**config.mk**
```make
export PLATFORM = sky130hd
export DESIGN_NAME = uart_csr_bank
export DESIGN_NICKNAME = d
export VERILOG_FILES = /design/src/rtl/uart_csr_bank.sv
export SDC_FILE = /design/constraint.sdc
export NUM_CORES = 1
export LEC_CHECK = 0
export ABC_AREA = 0
export BUFFER_PORTS_ARGS = -buffer_cell sky130_fd_sc_hd__buf_2
export CORE_MARGIN = 5
export CORE_UTILIZATION = 53
export CTS_CLUSTER_DIAMETER = 60
export DETAILED_ROUTE_END_ITERATION = 10
export PLACE_DENSITY_LB_ADDON = 0.15
export SLEW_MARGIN = 20
export SYNTH_ARGS = -nofsm -noshare
export SYNTH_HDL_FRONTEND = slang
export SYNTH_SLANG_ARGS = --single-unit
```
**constraint.sdc**
```tcl
create_clock -name clock_50MHz -period 3.8 [get_ports clock_50MHz]
set_clock_uncertainty 0.2 [all_clocks]
set_input_delay 0.19 -clock clock_50MHz [delete_from_list [all_inputs] [get_ports clock_50MHz]]
set_output_delay 0.19 -clock clock_50MHz [all_outputs]
set_load 0.02 [all_outputs]
```
**src/rtl/uart_csr_bank.sv**
```systemverilog
// uart_csr_bank: control/status register bank for the software-defined UART.
// Holds UCSRA/UCSRB/UBRR/UDR, a single-entry TX hold, a single-entry RX buffer
// and a registered, maskable interrupt request.
// Optional: define UART_CSR_SCRATCH_EN to add a read/write scratch register at address 4.
module uart_csr_bank #(
  parameter int          DATA_WIDTH = 32,
  parameter int          BAUD_WIDTH = 16,
  parameter int unsigned BAUD_RESET = 27
) (
  input  logic                  clock_50MHz,
  input  logic                  reset,
  input  logic [2:0]            address,
  input  logic [DATA_WIDTH-1:0] writeData,
  input  logic                  write,
  input  logic                  read,
  output logic [DATA_WIDTH-1:0] readData,
  output logic                  readValid,
  input  logic [7:0]            rx_data,
  input  logic                  rx_done,
  input  logic                  rx_frame_err,
  input  logic                  tx_ready,
  input  logic                  tx_done,
  output logic [7:0]            tx_data,
  output logic                  tx_load,
  output logic [BAUD_WIDTH-1:0] baud_div,
  output logic                  rx_enable,
  output logic                  tx_enable,
  output logic                  irq
);

  // UCSRA flags
  logic rxc_q, rxc_d, txc_q, txc_d, udre_q, udre_d;
  logic fe_q, fe_d, dor_q, dor_d, wov_q, wov_d;
  // UCSRB: {ERRIE, UDRIE, TXCIE, RXCIE, TXEN, RXEN}
  logic [5:0]            ucsrb_q, ucsrb_d;
  logic [BAUD_WIDTH-1:0] ubrr_q, ubrr_d;
  logic [7:0]            tx_hold_q, tx_hold_d, rx_buf_q, rx_buf_d;
  logic [7:0]            tx_data_q, tx_data_d;
  logic                  tx_load_q, tx_load_d;
  logic [DATA_WIDTH-1:0] read_data_q, read_data_d, read_mux;
  logic                  read_valid_q, read_valid_d;
  logic                  irq_q, irq_d;
`ifdef UART_CSR_SCRATCH_EN
  logic [DATA_WIDTH-1:0] scratch_q, scratch_d;
`endif

  logic load_fire, rx_go, rd_udr;
  logic unused_wdata;

  // Not every writeData bit lands in a register; fold them so none is left dangling.
  assign unused_wdata = ^writeData;

  // Next-state for all registers: software writes, then hardware events (sets win over W1C).
  always_comb begin
    rxc_d        = rxc_q;
    txc_d        = txc_q;
    udre_d       = udre_q;
    fe_d         = fe_q;
    dor_d        = dor_q;
    wov_d        = wov_q;
    ucsrb_d      = ucsrb_q;
    ubrr_d       = ubrr_q;
    tx_hold_d    = tx_hold_q;
    rx_buf_d     = rx_buf_q;
    tx_data_d    = tx_data_q;
    tx_load_d    = 1'b0;
    read_data_d  = read_data_q;
    read_valid_d = read;
    read_mux     = '0;
`ifdef UART_CSR_SCRATCH_EN
    scratch_d    = scratch_q;
`endif

    load_fire = !udre_q && ucsrb_q[1] && tx_ready;
    rd_udr    = read && (address == 3'd3);
    rx_go     = rx_done && ucsrb_q[0];

    // software writes; UDRE is read-only
    if (write) begin
      case (address)
        3'd0: begin
          if (writeData[0]) rxc_d = 1'b0;
          if (writeData[1]) txc_d = 1'b0;
          if (writeData[3]) fe_d  = 1'b0;
          if (writeData[4]) dor_d = 1'b0;
          if (writeData[5]) wov_d = 1'b0;
        end
        3'd1: ucsrb_d = writeData[5:0];
        3'd2: ubrr_d  = writeData[BAUD_WIDTH-1:0];
`ifdef UART_CSR_SCRATCH_EN
        3'd4: scratch_d = writeData;
`endif
        default: ;
      endcase
    end

    // TX hold hands its byte to the engine; the hold is free again at that same edge
    if (load_fire) begin
      tx_load_d = 1'b1;
      tx_data_d = tx_hold_q;
      udre_d    = 1'b1;
    end

    // UDR write fills an empty (or just-emptied) hold, otherwise flags the overrun
    if (write && (address == 3'd3)) begin
      if (udre_q || load_fire) begin
        tx_hold_d = writeData[7:0];
        udre_d    = 1'b0;
      end else begin
        wov_d = 1'b1;
      end
    end

    if (tx_done) txc_d = 1'b1;

    // reading UDR consumes the RX byte; a coincident arrival refills the buffer
    if (rd_udr) rxc_d = 1'b0;
    if (rx_go) begin
      if (!rxc_q || rd_udr) begin
        rx_buf_d = rx_data;
        rxc_d    = 1'b1;
        fe_d     = rx_frame_err;
      end else begin
        dor_d = 1'b1;
      end
    end

    // read mux sees pre-update state so a same-cycle write is not visible yet
    case (address)
      3'd0: read_mux[5:0] = {wov_q, dor_q, fe_q, udre_q, txc_q, rxc_q};
      3'd1: read_mux[5:0] = ucsrb_q;
      3'd2: read_mux[BAUD_WIDTH-1:0] = ubrr_q;
      3'd3: read_mux[7:0] = rx_buf_q;
`ifdef UART_CSR_SCRATCH_EN
      3'd4: read_mux = scratch_q;
`endif
      default: read_mux = '0;
    endcase
    if (read) read_data_d = read_mux;

    irq_d = (rxc_q & ucsrb_q[2]) | (txc_q & ucsrb_q[3]) | (udre_q & ucsrb_q[4]) |
            ((fe_q | dor_q | wov_q) & ucsrb_q[5]);
  end

  // State registers with synchronous reset that overrides every strobe.
  always_ff @(posedge clock_50MHz) begin
    if (reset) begin
      rxc_q        <= 1'b0;
      txc_q        <= 1'b0;
      udre_q       <= 1'b1;
      fe_q         <= 1'b0;
      dor_q        <= 1'b0;
      wov_q        <= 1'b0;
      ucsrb_q      <= '0;
      ubrr_q       <= BAUD_WIDTH'(BAUD_RESET);
      tx_hold_q    <= '0;
      rx_buf_q     <= '0;
      tx_data_q    <= '0;
      tx_load_q    <= 1'b0;
      read_data_q  <= '0;
      read_valid_q <= 1'b0;
      irq_q        <= 1'b0;
`ifdef UART_CSR_SCRATCH_EN
      scratch_q    <= '0;
`endif
    end else begin
      rxc_q        <= rxc_d;
      txc_q        <= txc_d;
      udre_q       <= udre_d;
      fe_q         <= fe_d;
      dor_q        <= dor_d;
      wov_q        <= wov_d;
      ucsrb_q      <= ucsrb_d;
      ubrr_q       <= ubrr_d;
      tx_hold_q    <= tx_hold_d;
      rx_buf_q     <= rx_buf_d;
      tx_data_q    <= tx_data_d;
      tx_load_q    <= tx_load_d;
      read_data_q  <= read_data_d;
      read_valid_q <= read_valid_d;
      irq_q        <= irq_d;
`ifdef UART_CSR_SCRATCH_EN
      scratch_q    <= scratch_d;
`endif
    end
  end

  assign readData  = read_data_q;
  assign readValid = read_valid_q;
  assign tx_data   = tx_data_q;
  assign tx_load   = tx_load_q;
  assign baud_div  = ubrr_q;
  assign rx_enable = ucsrb_q[0];
  assign tx_enable = ucsrb_q[1];
  assign irq       = irq_q;

endmodule
```
==> summary.txt <==
Place
  – Pre-CTS setup slack: 1.628 ns
  – Placed Area: 3402 µm²
  – Placed Cells: 464
  – Port Buffers: 79
  – HPWL after detailed placement: 4.897 mm
  – Routability cong.: 0.8101

Worst hold path
  – Hold WC Path Type: in -> reg
  – Hold Path Stages: 2

Clock tree
  – CTS tree: built
  – PostCTS Resize Cnt: 0
  – CTS Sinks: 71
  – Clock buffer count from CTS: 9
  – Post-CTS Hold Buffers: 27
  – Worst-Skew Late Latency: 0.33 ns
  – Clock root buffer master: clkbuf_8
  – H-tree depth: 3
  – Setup bufs post-CTS: 0
  – Reg clk slew, reported paths: 0.07 ns
  – Clk buf depth: 2

STA
  – Max Fclk: 553.7 MHz
  – WHS: 0.1302 ns
  – Final Hold Fails: 0
  – Fin crit share: 0.4753
  – Final Slew Violations: 0
  – Slew margin rel.: 0.3924
  – Slew @ Worst Pin: 0.9062 ns
  – Setup TNS: 0 ns
  – Final setup vio count: 0
  – Minimum clock period after layout: 1.806 ns
  – RSZ-0062 raised after global routing: no
  – Final setup margin: 1.994 ns

Worst setup path
  – Crit-path max FO: 22
  – Critical path class: in -> reg
  – CP peak stage delay: 0.87 ns
  – CP Capture Type: register
  – WP data arrival: 1.83 ns
  – Crit path required time: 3.82 ns
  – Critical path cell sequence: buf_2 -> nand4bb_1 -> a211o_1
  – Startpoint types: input port
  – Reg2Reg Depth: 4
  – Slowest-stage cell, CP: nand4bb_1

Outcome
  – Status: complete, no violations

Synthesis
  – Synth area leader: dfxtp_1
  – Top post-synthesis cells by area: dfxtp_1 46%, mux2i_1 7.5%, a21oi_1 6.3%, buf_4 4.9%, mux2_2 4.4%
  – Yosys top cell area share: 0.4614
  – Syn Std Cell Area: 3080 µm²
  – Syn Area/Cell: 9.168 µm²
  – Commonest cells in the synthesized netlist: 71 x dfxtp_1, 39 x a21oi_1, 33 x nor2_1
  – Synth async-reset ratio: 0
  – Number of synthesized register bits: 71
  – Post-synth EDFFs: 0
  – Main synth FF type: dfxtp_1
  – Ys Warns: 0
  – Synth cell types: 33
  – Post-synthesis sequential area ratio: 0.4614
  – Synth Instances: 336
  – Count leader, synth: dfxtp_1

Floorplanning
  – # IOs: 112
  – Rows: 27
  – Core area: 5574 µm²
  – Die Y: 86.24 µm
  – Die Area: 7436 µm²
  – Initial core utilization: 0.5526
  – Die X: 86.24 µm

Route
  – Routed vias/inst: 5.111
  – ANT nets after route: 0
  – Initial DRC count: 143
  – Vias: 2586
  – Post-Route WL: 7.244 mm
  – Routed WL per cell: 14.32 µm
  – Length of the first detailed-routing pass in iterations: 4
  – DRC: 0

GRT
  – First-pass GRT wire length: 11.51 mm
  – Total global routing track utilization: 0.1930
  – Congestion Overflow GR: 0
  – Largest net degree at the start of global routing: 49
  – Initial antenna violation count: 0
  – Vias in the first global route: 2512

Cells and area
  – Antenna Cells: 0
  – Area Overhead vs Synth: 26.56%
  – Layout cell share with drive strength beyond 1: 0.2604
  – Final-layout fill cell count: 447
  – Fin util: 0.6994
  – Final Net Count: 481
  – Final instance area: 3899 µm²
  – Non-filler instance count after layout: 506

Power
  – Internal Pwr Total: 1.250 mW
  – Switch share: 0.2201
  – Combinational cell fraction of total power: 0.090
  – VDD IR max: 0.2505 mV
  – Clk network pwr share: 0.433
  – Seq pwr share: 0.476
  – Sw power: 352.8 µW
  – Pwr dens: 411.1 nW/µm²
  – Leak Pwr: 1.743 nW
  – Total power: 1.603 mW

Flow run
  – Maxcap violations: 0
==> per-layer routing <==
metal | vias to the layer above | global-route usage | wire length [µm]
li1 | 1306 | - | -
met1 | 1198 | 0.2418 | 3235
met2 | 72 | 0.3224 | 3496
met3 | 10 | 0.04373 | 419
met4 | 0 | 0.07649 | 92
met5 | - | 0 | 0
==> path summary, 6_finish.rpt <==
check / start / slack (ns) / endpoint
worst min register to register: rx_buf_q[6] / 0.27 / readData[6]
worst max-delay path: address[0] / 1.99 / baud_div[3]
worst max register to register: ucsrb_q[0] / 2.11 / rx_buf_q[5]
worst min-delay path: read / 0.13 / readValid
==> flip-flops by register name, indices dropped and copies added, names as in the netlist, 6 cells and up <==
register and flops:
baud_div 16, readData 16, rx_buf_q 8, tx_data 8, tx_hold_q 8, ucsrb_q 6
==> layout make-up <==
class                      count  area [µm²]  area share
clock inverter                 4       95.09     0.02439
timing repair buffer         108       680.7      0.1746
tap                           72       90.09     0.02311
multi-input combinational    234        1458      0.3739
inverter                       6       22.52    0.005777
sequential                    71        1421      0.3646
clock buffer                  11       131.4     0.03370
==> cell families (layout without fill, tap and decap cells) <==
| family | Yosys count | in the layout | share of synthesized area |
|---|---|---|---|
| AO/OA/AOI/OAI | 67 | 67 | 0.1284 |
| buffers and inverters | 46 | 129 | 0.08367 |
| flip-flops | 71 | 71 | 0.4614 |
| multiplexers | 35 | 35 | 0.1186 |
| other | 1 | 16 | 0.001217 |
| AND/OR/NAND/NOR | 116 | 116 | 0.2067 |
==> layout by cell type, fill, tap and decap left out, drive strengths merged, types with 4 or more instances in the layout <==
cell         count
and2b            5
a221oi           6
a211o            4
inv              6
conb            16
mux2            12
nor2b           13
mux2i           23
nand3           10
nand2b          17
buf             81
clkbuf          11
dlygate4sd3     27
dfxtp           71
nor2            33
o21ai           12
a21oi           39
nand2           26
==> worst max-delay path: cells and delay by family <==
| kind | cells | cell delay, ns |
|---|---|---|
| simple gates | 1 | 0.87 |
| compound gates | 1 | 0.52 |
| buf+inv | 1 | 0.24 |
==> power by group through the flow <==
| stage | Clock [mW] | Combinational (mW) | Sequential (mW) |
|---|---|---|---|
| finish | 0.695 | 0.144 | 0.764 |
| global route | 0.739 | 0.158 | 0.764 |
| CTS | 0.708 | 0.144 | 0.763 |
| detailed placement | 0 | 0.122 | 0.780 |
| global placement | 0 | 0.122 | 0.780 |
| floorplan | 0 | 0.0875 | 0.788 |
Note: power is estimated with default switching activity, not from simulation.
